File: src/rtl/fft_stage_sched_if.sv
`default_nettype none
// ============================================================================
// Module   : fft_stage_sched_if
// Brief    : Control and butterfly-address bundle of the FFT stage sequencer.
// Revision : 1.0
// ============================================================================
interface fft_stage_sched_if #(
    parameter int N = 8192
);
    localparam int c_AW = $clog2(N);
    localparam int c_KW = $clog2(N / 2);
    localparam int c_SW = $clog2($clog2(N));

    logic            start;
    logic            busy;
    logic            done;
    logic [c_KW-1:0] tw_k;
    logic            issue_valid;
    logic            bf_valid;
    logic [c_AW-1:0] bf_addr_a;
    logic [c_AW-1:0] bf_addr_b;
    logic [c_SW-1:0] bf_stage;
    logic            bf_last;

    modport master (
        input  start,
        output busy, done, tw_k, issue_valid,
        output bf_valid, bf_addr_a, bf_addr_b, bf_stage, bf_last
    );

    modport slave (
        output start,
        input  busy, done, tw_k, issue_valid,
        input  bf_valid, bf_addr_a, bf_addr_b, bf_stage, bf_last
    );
endinterface
`default_nettype wire

File: src/rtl/fft_stage_sched.sv
`default_nettype none
// ============================================================================
// Module   : fft_stage_sched
// Brief    : Stage/butterfly sequencer for an in-place radix-2 DIF FFT with a
//            twiddle-latency-matched address delay line.
// Revision : 1.0
// ============================================================================
module fft_stage_sched #(
    parameter int N         = 8192,
    parameter int TW_LAT    = 2,
    parameter int STAGE_GAP = 4
) (
    input  wire logic          clk,
    input  wire logic          rst,
    fft_stage_sched_if.master  bus
);
    localparam int c_LOGN    = $clog2(N);
    localparam int c_AW      = c_LOGN;
    localparam int c_JW      = c_LOGN - 1;
    localparam int c_SW      = $clog2(c_LOGN);
    localparam int c_CNT_MAX = (STAGE_GAP > TW_LAT) ? STAGE_GAP : TW_LAT;
    localparam int c_CW      = (c_CNT_MAX < 1) ? 1 : $clog2(c_CNT_MAX + 1);
    localparam int c_PW      = 2 + 2 * c_AW + c_SW;

    localparam logic [c_JW-1:0] c_J_LAST     = c_JW'(N / 2 - 1);
    localparam logic [c_SW-1:0] c_S_LAST     = c_SW'(c_LOGN - 1);
    localparam logic [c_CW-1:0] c_GAP_LAST   = c_CW'((STAGE_GAP > 0) ? STAGE_GAP - 1 : 0);
    localparam logic [c_CW-1:0] c_FLUSH_LAST = c_CW'((TW_LAT > 0) ? TW_LAT - 1 : 0);

    typedef enum logic [2:0] {
        S_IDLE  = 3'd0,
        S_RUN   = 3'd1,
        S_GAP   = 3'd2,
        S_FLUSH = 3'd3,
        S_DONE  = 3'd4
    } state_t;

    state_t          r_state;
    logic [c_SW-1:0] r_s;
    logic [c_JW-1:0] r_j;
    logic [c_CW-1:0] r_cnt;
    logic            r_issue;
    logic            r_busy;
    logic            r_done;
    logic [c_PW-1:0] r_pipe [TW_LAT];

    // span-1 as a mask: pos = j & mask, grp*span = j & ~mask, so addr_a is
    // the group bits moved up by one with pos left in place.
    logic [c_JW-1:0] w_mask;
    logic [c_JW-1:0] w_pos;
    logic [c_JW-1:0] w_grp_base;
    logic [c_AW-1:0] w_span;
    logic [c_AW-1:0] w_addr_a;
    logic [c_AW-1:0] w_addr_b;
    logic [c_JW-1:0] w_k;
    logic            w_last;
    logic [c_PW-1:0] w_pipe_in;

    assign w_mask     = c_J_LAST >> r_s;
    assign w_pos      = r_j & w_mask;
    assign w_grp_base = r_j & ~w_mask;
    assign w_span     = {1'b0, w_mask} + c_AW'(1);
    assign w_addr_a   = {w_grp_base, 1'b0} | {1'b0, w_pos};
    assign w_addr_b   = w_addr_a | w_span;
    assign w_k        = w_pos << r_s;
    assign w_last     = r_issue && (r_s == c_S_LAST) && (r_j == c_J_LAST);
    assign w_pipe_in  = r_issue ? {1'b1, w_addr_a, w_addr_b, r_s, w_last} : '0;

    assign bus.busy        = r_busy;
    assign bus.done        = r_done;
    assign bus.issue_valid = r_issue;
    assign bus.tw_k        = r_issue ? w_k : '0;
    assign {bus.bf_valid, bus.bf_addr_a, bus.bf_addr_b, bus.bf_stage, bus.bf_last} = r_pipe[TW_LAT-1];

    always_ff @(posedge clk) begin
        if (rst) begin
            r_state <= S_IDLE;
            r_s     <= '0;
            r_j     <= '0;
            r_cnt   <= '0;
            r_issue <= 1'b0;
            r_busy  <= 1'b0;
            r_done  <= 1'b0;
        end else begin
            case (r_state)
                S_IDLE: begin
                    if (bus.start) begin
                        r_state <= S_RUN;
                        r_s     <= '0;
                        r_j     <= '0;
                        r_issue <= 1'b1;
                        r_busy  <= 1'b1;
                    end
                end
                S_RUN: begin
                    if (r_j == c_J_LAST) begin
                        r_j <= '0;
                        if (r_s == c_S_LAST) begin
                            r_state <= S_FLUSH;
                            r_issue <= 1'b0;
                            r_cnt   <= '0;
                        end else begin
                            r_s <= r_s + c_SW'(1);
                            // With no gap the next stage follows back-to-back.
                            if (STAGE_GAP > 0) begin
                                r_state <= S_GAP;
                                r_issue <= 1'b0;
                                r_cnt   <= '0;
                            end
                        end
                    end else begin
                        r_j <= r_j + c_JW'(1);
                    end
                end
                S_GAP: begin
                    if (r_cnt == c_GAP_LAST) begin
                        r_state <= S_RUN;
                        r_issue <= 1'b1;
                    end else begin
                        r_cnt <= r_cnt + c_CW'(1);
                    end
                end
                S_FLUSH: begin
                    if (r_cnt == c_FLUSH_LAST) begin
                        r_state <= S_DONE;
                        r_done  <= 1'b1;
                    end else begin
                        r_cnt <= r_cnt + c_CW'(1);
                    end
                end
                S_DONE: begin
                    r_state <= S_IDLE;
                    r_done  <= 1'b0;
                    r_busy  <= 1'b0;
                    r_s     <= '0;
                end
                default: begin
                    r_state <= S_IDLE;
                    r_issue <= 1'b0;
                    r_busy  <= 1'b0;
                    r_done  <= 1'b0;
                end
            endcase
        end
    end

    always_ff @(posedge clk) begin
        if (rst) begin
            for (int i = 0; i < TW_LAT; i++) begin
                r_pipe[i] <= '0;
            end
        end else begin
            r_pipe[0] <= w_pipe_in;
            for (int i = 1; i < TW_LAT; i++) begin
                r_pipe[i] <= r_pipe[i-1];
            end
        end
    end
endmodule
`default_nettype wire

File: src/flat_wrapper.sv
// flat-port wrapper written by rule: the top's interface ports become plain ports
module fft_stage_sched_flat 
#(
    parameter int N         = 8192,
    parameter int TW_LAT    = 2,
    parameter int STAGE_GAP = 4
)
  (clk, rst, bus_start, bus_busy, bus_done, bus_tw_k, bus_issue_valid, bus_bf_valid, bus_bf_addr_a, bus_bf_addr_b, bus_bf_stage, bus_bf_last);
  fft_stage_sched_if #(.N(N)) bus_i ();
  input  wire logic clk;
  input  wire logic rst;
  input wire logic [$bits(bus_i.start)-1:0] bus_start;
  output wire logic [$bits(bus_i.busy)-1:0] bus_busy;
  output wire logic [$bits(bus_i.done)-1:0] bus_done;
  output wire logic [$bits(bus_i.tw_k)-1:0] bus_tw_k;
  output wire logic [$bits(bus_i.issue_valid)-1:0] bus_issue_valid;
  output wire logic [$bits(bus_i.bf_valid)-1:0] bus_bf_valid;
  output wire logic [$bits(bus_i.bf_addr_a)-1:0] bus_bf_addr_a;
  output wire logic [$bits(bus_i.bf_addr_b)-1:0] bus_bf_addr_b;
  output wire logic [$bits(bus_i.bf_stage)-1:0] bus_bf_stage;
  output wire logic [$bits(bus_i.bf_last)-1:0] bus_bf_last;
  assign bus_i.start = bus_start;
  assign bus_busy = bus_i.busy;
  assign bus_done = bus_i.done;
  assign bus_tw_k = bus_i.tw_k;
  assign bus_issue_valid = bus_i.issue_valid;
  assign bus_bf_valid = bus_i.bf_valid;
  assign bus_bf_addr_a = bus_i.bf_addr_a;
  assign bus_bf_addr_b = bus_i.bf_addr_b;
  assign bus_bf_stage = bus_i.bf_stage;
  assign bus_bf_last = bus_i.bf_last;
  fft_stage_sched #(.N(N), .TW_LAT(TW_LAT), .STAGE_GAP(STAGE_GAP)) u_core (.clk(clk), .rst(rst), .bus(bus_i));
endmodule
File: config.mk
export PLATFORM = sky130hd
export DESIGN_NAME = fft_stage_sched_flat
export DESIGN_NICKNAME = d
export VERILOG_FILES = /design/src/rtl/fft_stage_sched_if.sv /design/src/rtl/fft_stage_sched.sv /design/src/flat_wrapper.sv
export SDC_FILE = /design/constraint.sdc
export NUM_CORES = 1
export LEC_CHECK = 0
export BUFFER_PORTS_ARGS = -buffer_cell sky130_fd_sc_hd__clkbuf_2
export CORE_AREA = 2 2 94 96
export CTS_CLUSTER_SIZE = 24
export DETAILED_ROUTE_END_ITERATION = 12
export DIE_AREA = 0 0 96 98
export PLACE_DENSITY = 0.74
export SLEW_MARGIN = 10
export SYNTH_ARGS = -nofsm -noshare
export SYNTH_HDL_FRONTEND = slang
export SYNTH_SLANG_ARGS = --single-unit
File: constraint.sdc
create_clock -name clk -period 2.46 [get_ports clk]
set_input_delay 0.369 -clock clk [delete_from_list [all_inputs] [get_ports clk]]
set_output_delay 0.369 -clock clk [all_outputs]
set_load 0.005 [all_outputs]
==> flow_metrics.py, run 1 <==
metrics = {
    "status": {
        "status": "complete, but fails checks",
        "violations": "negative setup slack",
    },
    "detailed_routing": {
        "drtPass1Iterations": 5,
        "wl_mm": 10.4,
        "drc": 0,
        "num_vias": 3762,
        "wire_per_inst_um": 16.0,
        "drtIter0Drc": 441,
        "antenna_left": 0,
        "via_per_inst": 5.79,
    },
    "cells_and_area": {
        "nFillCells": 756,
        "area_growth_pct": 16.2,
        "stdcell_area_um2": 4970,
        "nNetsFinal": 550,
        "utilization_pct": 58.7,
        "drive_gt1_share_pct": 26.8,
        "antenna_cells": 0,
    },
    "clock_tree": {
        "cts.path.max_buffers": 2,
        "clockRootBuffer": "clkbuf_8",
        "hold_buffers": 0,
        "htree_levels": 3,
        "clk_pin_slew_ns": 0.09,
        "cts_tree": "yes",
        "clk_latency_ns": 0.37,
        "cts.sinks": 89,
        "numCtsBuffers": 9,
    },
    "global_route": {
        "antenna_found_initial": 0,
        "grt_max_degree": 56,
        "grt_first_pass_wirelength_mm": 17.1,
        "grt_usage_pct": 22.9,
        "grt_pass1_vias": 3514,
        "overflow": 0,
    },
    "hold_path": {
        "hold_class": "in -> reg",
        "min_from": "bus_start",
    },
    "placed_design": {
        "port_buffers": 49,
        "gp_congestion": 0.925,
        "pre_cts_ws_ns": 0.116,
        "dp_hpwl_mm": 7.31,
        "place_area_um2": 4540,
    },
    "timing": {
        "worst_slack_ns": -0.0335,
        "setup_violations": 2,
        "rsz0062_at_grt": "yes",
        "hold_viol_final": 0,
        "fmax_mhz": 401,
        "timing.hold.ws_ns": 0.387,
        "timing.final.max_slew_violations": 0,
        "fin_setup_tns_ns": -0.0531,
        "min_period_ns": 2.49,
        "slew_headroom_pct": 64.1,
        "fin_crit_sh_pct": 101,
        "worstMarginPinSlew_ns": 0.539,
        "clock_skew_ns": 0.00989,
    },
    "critical_path": {
        "start_kind": "flip-flop",
        "arrival_ns": 2.12,
        "startpoint": "u_core.r_s[0]",
        "crit_fanout": 23,
        "endpoint_kind": "output pin",
        "reg2reg_from": "u_core.r_s[2]",
        "cp.required_ns": 2.09,
        "r2r_setup_slack_ns": 0.27,
        "crit_type": "reg -> out",
    },
    "run": {
        "drv_cap": 0,
    },
    "floorplan": {
        "coreArea_um2": 8470,
        "die_h_um": 98,
        "die_w_um": 96,
        "dieArea_um2": 9410,
        "fp-row-count": 34,
        "ioPinCount": 50,
        "start_util_pct": 50.5,
    },
    "power": {
        "vdd_ir_drop_max_mv": 0.294,
        "pwr_density_cell_nw_per_um2": 547,
        "leakage_nw": 1.90,
    },
    "yosys": {
        "ys_top_cells_by_area": "dfxtp_1 42%, nor2b_1 5.8%, buf_4 5.3%",
        "synth_edf_count": 0,
        "synth_seq_area_share_pct": 41.6,
        "ys_seq_elements": 89,
        "yosysWarnings": 0,
        "synth.net_count": 520,
        "synthFlopType": "dfxtp_1",
        "synth_top_area_share_pct": 41.6,
        "avgSynthCellArea_um2": 8.44,
        "ys_types": 59,
        "yosysTopAreaCell": "dfxtp_1",
        "synthArstFlopShare_pct": 0,
        "syn_area_um2": 4280,
        "synth_cells": 507,
    },
}
-- Yosys cell counts, types with 2 or more instances --
cell and n:
nand2_1 36, nor3_1 11, o31ai_1 4, a22oi_1 4, mux2i_1 6, buf_1 6, a32oi_1 3, o21ai_0 22
nand3b_1 5, nor4_1 4, xor2_1 2, a311o_1 2, buf_4 30, nand4_1 4, o32ai_1 2, and4_1 3
a2111oi_0 2, inv_2 3, ha_1 10, a211oi_1 8, or3_1 2, dfxtp_1 89, buf_2 7, and3_1 7
a221oi_1 3, nand2b_1 10, nor3b_1 2, a21oi_1 30, nor2_1 49, a311oi_1 6, clkinv_1 2, a21o_1 2
xnor2_1 2, a21boi_0 3, a31o_2 3, o21ai_1 4, o211ai_1 2, nand3_1 13, a31oi_1 8, o21a_1 4
nor2b_1 40, clkbuf_1 25, inv_1 11
-- cells by family (layout without fill, tap and decap cells) --
family	count (synthesis)	in the layout	synth area share [%]
buffers and inverters	84	119	10.2
muxes	7	7	1.67
adders and majority gates	10	10	2.92
xor gates and xnor gates	4	4	0.819
and+or+nand+nor	194	194	23.6
DFF	89	89	41.6
AOI/OAI and AO/OA	119	119	19.1
-- sequential cells by signal (all words and copies together) (netlist names) --
signal and cells:
u_core.r_pipe 64, u_core.bus.busy 1, u_core.r_state 3, u_core.r_j 12
u_core.r_s 4, u_core.r_cnt 3, u_core.bus.issue_valid 1, u_core.bus.done 1
-- power breakdown --
group	total [mW]	internal, mW	switching, mW
combinational	0.251	0.0918	0.159
sequential	1.49	1.46	0.0262
clock	0.984	0.400	0.584
total	2.72	1.95	0.769
-- cells in the final DEF (no fill, tap or decap), types with 5 or more instances in the layout --
cell / count
a211oi_1: 6
a21oi_1: 28
a31oi_1: 7
and3_1: 6
buf_4: 32
clkbuf_2: 46
clkbuf_8: 9
dfxtp_1: 84
ha_1: 5
inv_1: 9
inv_2: 5
mux2i_1: 6
nand2_1: 36
nand2b_1: 9
nand3_1: 13
nand3b_1: 5
nor2_1: 49
nor2b_1: 39
nor3_1: 10
o21ai_0: 20
o21ai_1: 6
-- layer usage --
metal / routed length (um) / vias to the layer above / share of wire [%] / global-route usage (%)
met4: 255 / 0 / 2.5 / 9.23
met5: 0 / - / 0 / 0
li1: - / 1807 / - / -
met3: 814 / 28 / 7.8 / 4.63
met2: 5100 / 194 / 49 / 37.6
met1: 4230 / 1733 / 41 / 29.0
-- critical path, stage by stage (launching register included) --
cell and delay (ns):
dfxtp_4 0.40, buf_8 0.20, mux2_2 0.38, a211oi_1 0.31, o21ai_0 0.14, a21oi_1 0.17
nor2_1 0.06, clkbuf_2 0.11
-- worst paths after layout --
check | cells past startpoint | end
hold reg to reg | 1 | u_core.r_pipe[0][39]
hold / removal | 3 | u_core.bus.busy
setup / recovery | 7 | bus_tw_k[8]
setup reg to reg | 10 | u_core.r_pipe[0][13]
-- final cells by class --
type | count | area [um2] | area share, %
Timing Repair Buffer | 87 | 566 | 11.4
Tap cell | 108 | 135 | 2.72
Clock inverter | 7 | 73.8 | 1.49
Sequential cell | 89 | 1800 | 36.1
Inverter | 16 | 65.1 | 1.31
Clock buffer | 9 | 124 | 2.49
Multi-Input combinational cell | 334 | 2210 | 44.5
-- stage by stage --
stage | std cells | power, mW
detailed placement | 628 | 1.77
finish | 650 | 2.72
global placement | 628 | 1.76
global route | 650 | 2.84
floorplan | 507 | 1.69
CTS | 650 | 2.74
-- repair_timing --
item / 4_1_cts / 5_1_grt
setup endpoints to repair: 9 / 10
buffers inserted: 6 / 0
pin swaps: 7 / 7
gates resized for setup: 30 / 21
Note: power is estimated with default switching activity, not from simulation.
==> run 2, diff against run 1 <==
--- a/config.mk
+++ b/config.mk
@@ -10,7 +10,8 @@
 export CTS_CLUSTER_SIZE = 24
 export DETAILED_ROUTE_END_ITERATION = 12
 export DIE_AREA = 0 0 96 98
-export PLACE_DENSITY = 0.74
+export PLACE_DENSITY = 0.71
+export SETUP_SLACK_MARGIN = 0.1
 export SLEW_MARGIN = 10
 export SYNTH_ARGS = -nofsm -noshare
 export SYNTH_HDL_FRONTEND = slang
==> run 2 against run 1 <==
  * The run now ends clean
  * Clock skew shrank 0.0032 ns
  * First-iteration DRC count is 30% lower
  * Register-to-register slack lost 0.11 ns
  * Critical path type unchanged
  * Critical endpoint is now bus_tw_k[10]
==> flow_metrics.py, run 2 (synthesis gave the netlist of run 1 again) <==
metrics = {
    "timing": {
        "rsz0062_at_grt": "yes",
        "slew_headroom_pct": 64.5,
        "fin_crit_sh_pct": 97.7,
        "clock_skew_ns": 0.00669,
        "min_period_ns": 2.40,
        "setup_violations": 0,
        "hold_viol_final": 0,
        "fmax_mhz": 416,
        "timing.final.max_slew_violations": 0,
        "worstMarginPinSlew_ns": 0.532,
        "worst_slack_ns": 0.0558,
    },
    "critical_path": {
        "crit_type": "reg -> out",
        "critPathSlowestCell": "dfxtp_4",
        "setup.worst_path.end": "bus_tw_k[10]",
        "worstPathCellList": "ha_4 > inv_2 > ha_4 > nand2b_4 > nand2_2 > o32a_1 > nor3_2 > o31a_1 > clkbuf_2",
        "crit_fanout": 6,
        "crit_cells": 9,
        "startpoint": "u_core.r_s[0]",
        "r2r_cells": 11,
        "endpoint_kind": "output pin",
        "r2r_end": "u_core.r_pipe[0][15]",
        "r2r_setup_slack_ns": 0.16,
        "worst_path_most_repeated_cell": "ha_4",
        "arrival_ns": 2.04,
        "cp.required_ns": 2.09,
        "start_kind": "flip-flop",
        "cpPeakStageDelay_ns": 0.43,
        "reg2reg_from": "u_core.r_s[0]",
        "critPathBufInv": 2,
        "crit_family": "compound AO/OA/AOI/OAI gates",
    },
    "floorplan": {
        "dieArea_um2": 9410,
        "coreArea_um2": 8470,
        "ioPinCount": 50,
        "die_h_um": 98,
        "start_util_pct": 50.5,
        "fp-row-count": 34,
        "die_w_um": 96,
    },
    "detailed_routing": {
        "antenna_left": 0,
        "wl_mm": 10.4,
        "drtIter0Drc": 308,
        "wire_per_inst_um": 16.1,
        "num_vias": 3684,
        "via_per_inst": 5.71,
        "drc": 0,
        "drtPass1Iterations": 5,
    },
    "global_route": {
        "grt_usage_pct": 23.1,
        "antenna_found_initial": 0,
        "grt_first_pass_wirelength_mm": 16.9,
        "grt_pass1_vias": 3386,
        "overflow": 0,
        "grt_max_degree": 56,
    },
    "power": {
        "vdd_ir_drop_max_mv": 0.374,
        "pwr_density_cell_nw_per_um2": 547,
        "power_mw": 2.71,
        "leakage_nw": 1.90,
    },
    "cells_and_area": {
        "top_regs": "u_core.r_pipe x64, u_core.r_j x12, u_core.r_s x4",
        "seq_area_um2": 1800,
        "final_cell_mix": "84 x dfxtp_1, 49 x nor2_1, 47 x clkbuf_2, 39 x nor2b_1, 34 x nand2_1",
        "largest_reg_flops": 64,
        "drive_gt1_share_pct": 26.8,
        "utilization_pct": 58.5,
        "nNetsFinal": 545,
        "area_growth_pct": 15.8,
        "nFillCells": 790,
        "antenna_cells": 0,
        "multi_input_area_um2": 2230,
        "top_register": "u_core.r_pipe",
        "layout_commonest_cell": "dfxtp_1",
    },
    "clock_tree": {
        "cts.sinks": 89,
        "htree_levels": 3,
        "cts.path.max_buffers": 2,
        "clk_latency_ns": 0.36,
        "clk_pin_slew_ns": 0.09,
        "numCtsBuffers": 9,
        "cts_tree": "yes",
        "hold_buffers": 0,
        "clockRootBuffer": "clkbuf_8",
    },
    "placed_design": {
        "dp_hpwl_mm": 7.32,
        "port_buffers": 49,
        "gp_congestion": 0.907,
        "pre_cts_ws_ns": 0.112,
    },
    "status": {
        "status": "complete, no violations",
    },
    "hold_path": {
        "hold_class": "in -> reg",
    },
    "run": {
        "drv_cap": 0,
    },
}
run 2: what timing repair did:
item,4_1_cts,5_1_grt
buffers inserted,3,4
resized for setup,45,11
pin swaps,12,7
gates cloned,0,0
setup endpoints to repair,11,10
run 2: where the power goes:
group | switching [mW] | internal, mW | total (mW)
logic | 0.162 | 0.0896 | 0.252
clock network | 0.577 | 0.403 | 0.980
registers | 0.0177 | 1.46 | 1.48
total | 0.757 | 1.95 | 2.71
run 2: worst min-delay path by stage:
stage	start	end	slack [ns]	depth (start not counted)
global route	bus_start	u_core.bus.busy	0.38	3
floorplan	u_core.r_pipe[0][0]	u_core.r_pipe[0][32]	0.41	1
global placement	u_core.r_pipe[0][3]	u_core.r_pipe[0][35]	0.42	1
CTS	bus_start	u_core.bus.busy	0.36	3
detailed placement	u_core.r_pipe[0][19]	u_core.r_pipe[0][51]	0.42	1
finish	bus_start	u_core.bus.busy	0.37	3
run 2: stage by stage:
step,hold WS (ns),TNS (ns),instance area (um2),instances
2_1_floorplan,0.414,0,4280,507
3_3_place_gp,0.418,0,4490,622
3_5_place_dp,0.422,0,4490,622
4_1_cts,0.363,0,4890,641
5_1_grt,0.378,-0.200,4950,645
6_report,0.374,0,4950,645
run 2: per-layer routing:
layer  global-route usage [%]  wire length (um)  up-vias
met5                        0                 0        -
li1                         -                 -     1796
met2                     34.9              4790      138
met1                     31.7              4640     1715
met4                     11.0               398        0
met3                     4.09               526       35
run 2: layout make-up:
class	instances	area share (%)
Tap cell	108	2.73
Timing Repair Buffer	82	10.8
Clock buffer	9	2.50
Sequential cell	89	36.2
Multi-Input combinational cell	334	44.9
Inverter	16	1.36
Clock inverter	7	1.44
run 2: worst min-delay path: cells and delay by family:
family / cells / cell delay (ns)
AOI/OAI and AO/OA: 1 / 0.13
and+or+nand+nor: 1 / 0.06
buffers and inverters: 1 / 0.13
==> run 3, diff against run 2 <==
--- a/config.mk
+++ b/config.mk
@@ -7,11 +7,12 @@
 export LEC_CHECK = 0
 export BUFFER_PORTS_ARGS = -buffer_cell sky130_fd_sc_hd__clkbuf_2
 export CORE_AREA = 2 2 94 96
+export CTS_BUF_LIST = sky130_fd_sc_hd__clkbuf_8 sky130_fd_sc_hd__clkbuf_16
 export CTS_CLUSTER_SIZE = 24
 export DETAILED_ROUTE_END_ITERATION = 12
 export DIE_AREA = 0 0 96 98
 export PLACE_DENSITY = 0.71
-export SETUP_SLACK_MARGIN = 0.1
+export SETUP_SLACK_MARGIN = 0.2
 export SLEW_MARGIN = 10
 export SYNTH_ARGS = -nofsm -noshare
 export SYNTH_HDL_FRONTEND = slang
==> run 3 against run 2 <==
  * Die area unchanged
  * Register-to-register slack improved by 0.15 ns
  * Worst hold slack worse by 0.021 ns
  * Final area grew 3.4%
  * Non-clock buffer count is 7 higher
  * First-iteration DRC count is 10% lower
  * Clock skew grew 0.0027 ns
  * Worst setup slack got worse by 0.031 ns
  * Critical path depth shrank 1
  * Critical path type unchanged
  * Critical endpoint is now bus_tw_k[11]
  * Largest cell class unchanged
==> flow_metrics.py, run 3 (synthesis gave the netlist of run 1 again) <==
metrics = {
    "detailed_routing": {
        "met3_length_um": 690,
        "antenna_left": 0,
        "num_vias": 3784,
        "via_per_inst": 5.80,
        "dr.max_layer_used": "met4",
        "wl_mm": 10.9,
        "drc": 0,
        "drtPass1Iterations": 5,
        "met2_wirelength_mm": 5.23,
        "met1_length_mm": 4.76,
        "drtIter0Drc": 277,
        "wire_per_inst_um": 16.7,
    },
    "global_route": {
        "grt_first_pass_wirelength_mm": 16.7,
        "grt_max_degree": 27,
        "antenna_found_initial": 0,
        "overflow": 0,
        "grt_pass1_vias": 3370,
        "grt_usage_pct": 22.6,
    },
    "placed_design": {
        "place_area_um2": 4490,
        "pre_cts_ws_ns": 0.177,
        "dp_hpwl_mm": 7.12,
        "port_buffers": 49,
        "gp_congestion": 0.899,
    },
    "floorplan": {
        "die_h_um": 98,
        "die_w_um": 96,
        "start_util_pct": 50.5,
        "coreArea_um2": 8470,
        "ioPinCount": 50,
        "fp-row-count": 34,
        "dieArea_um2": 9410,
    },
    "timing": {
        "worst_slack_ns": 0.0246,
        "min_period_ns": 2.44,
        "timing.final.max_slew_violations": 0,
        "fin_setup_tns_ns": 0,
        "hold_viol_final": 0,
        "setup_violations": 0,
        "fin_crit_sh_pct": 99.0,
        "slew_headroom_pct": 62.8,
        "worstMarginPinSlew_ns": 0.558,
        "rsz0062_at_grt": "yes",
        "fmax_mhz": 411,
        "clock_skew_ns": 0.00937,
    },
    "clock_tree": {
        "htree_levels": 3,
        "cts.sinks": 89,
        "cts.path.max_buffers": 2,
        "clockRootBuffer": "clkbuf_8",
        "clk_latency_ns": 0.36,
        "clk_pin_slew_ns": 0.09,
        "numCtsBuffers": 9,
        "cts_tree": "yes",
    },
    "cells_and_area": {
        "area_growth_pct": 19.8,
        "top_register": "u_core.r_pipe",
        "antenna_cells": 0,
        "layout_commonest_cell": "dfxtp_1",
        "nNetsFinal": 552,
        "nFillCells": 736,
        "stdcell_area_um2": 5120,
        "top_regs": "u_core.r_pipe x64, u_core.r_j x12, u_core.r_s x4",
        "drive_gt1_share_pct": 29.0,
        "largest_reg_flops": 64,
        "final_cell_mix": "82 x dfxtp_1, 49 x nor2_1, 43 x clkbuf_2, 39 x nor2b_1",
    },
    "power": {
        "power_mw": 2.85,
        "leakage_nw": 1.96,
        "pwr_density_cell_nw_per_um2": 557,
        "vdd_ir_drop_max_mv": 0.253,
    },
    "critical_path": {
        "crit_type": "reg -> out",
        "arrival_ns": 2.07,
        "cp.required_ns": 2.09,
        "start_kind": "flip-flop",
        "endpoint_kind": "output pin",
        "crit_fanout": 5,
    },
    "run": {
        "drv_cap": 0,
    },
    "status": {
        "status": "complete, no violations",
    },
    "hold_path": {
        "hold_class": "in -> reg",
    },
}
run 3: cell count changes in the layout (fill, tap and decap cells not counted), sizes merged:
cell and change:
buf +10, clkinvlp +1, inv -1, clkbuf -3, clkinv -2, bufinv +2
run 3: power by group:
part / switching, mW / internal (mW)
sequential: 0.0260 / 1.46
clock: 0.533 / 0.581
combinational: 0.163 / 0.0910
total: 0.722 / 2.13
run 3: what timing repair did:
action / 4_1_cts / 5_1_grt
hold buffers: 0 / 0
setup buffers: 5 / 6
pin swaps: 12 / 16
setup endpoints to repair: 11 / 13
resized for setup: 40 / 36
gates cloned: 0 / 1
run 3: final timing paths:
check | start | end | slack (ns) | cells after the start
max | u_core.r_s[0] | bus_tw_k[11] | 0.02 | 8
min | bus_start | u_core.bus.busy | 0.35 | 3
max reg2reg | u_core.r_s[1] | u_core.r_pipe[0][13] | 0.31 | 10
min reg2reg | u_core.r_pipe[0][25] | u_core.r_pipe[0][57] | 0.43 | 1
run 3: routing by layer:
layer | global-route usage (%) | vias to the layer above
met5 | 0 | -
met4 | 8.79 | 0
met3 | 4.01 | 22
met2 | 35.4 | 173
met1 | 30.9 | 1774
li1 | - | 1815
run 3: final cells by class:
cell class                      instances  area, um2  share of cell area [%]
Tap cell                              108        135                    2.64
Timing Repair Buffer                   89        609                    11.9
Clock inverter                          7       98.8                    1.93
Inverter                               16       62.6                    1.22
Clock buffer                            9        124                    2.42
Sequential cell                        89       1800                    35.1
Multi-Input combinational cell        334       2290                    44.8
run 3: worst max-delay path, cell delays in order, from the launching register on:
cell and delay, ns:
dfxtp_4 0.40, inv_2 0.07, ha_2 0.19, nand2b_4 0.15
and3_4 0.19, or3_1 0.31, a21oi_1 0.16, o22ai_1 0.10
clkbuf_2 0.12
run 3: metrics by stage:
| stage | std cells | hold WS, ns | util (%) |
|---|---|---|---|
| finish | 652 | 0.353 | 60.5 |
| global route | 652 | 0.366 | 60.5 |
| CTS | 645 | 0.342 | 57.9 |
| detailed placement | 624 | 0.421 | 53.1 |
| global placement | 624 | 0.420 | 53.1 |
| floorplan | 507 | 0.414 | - |
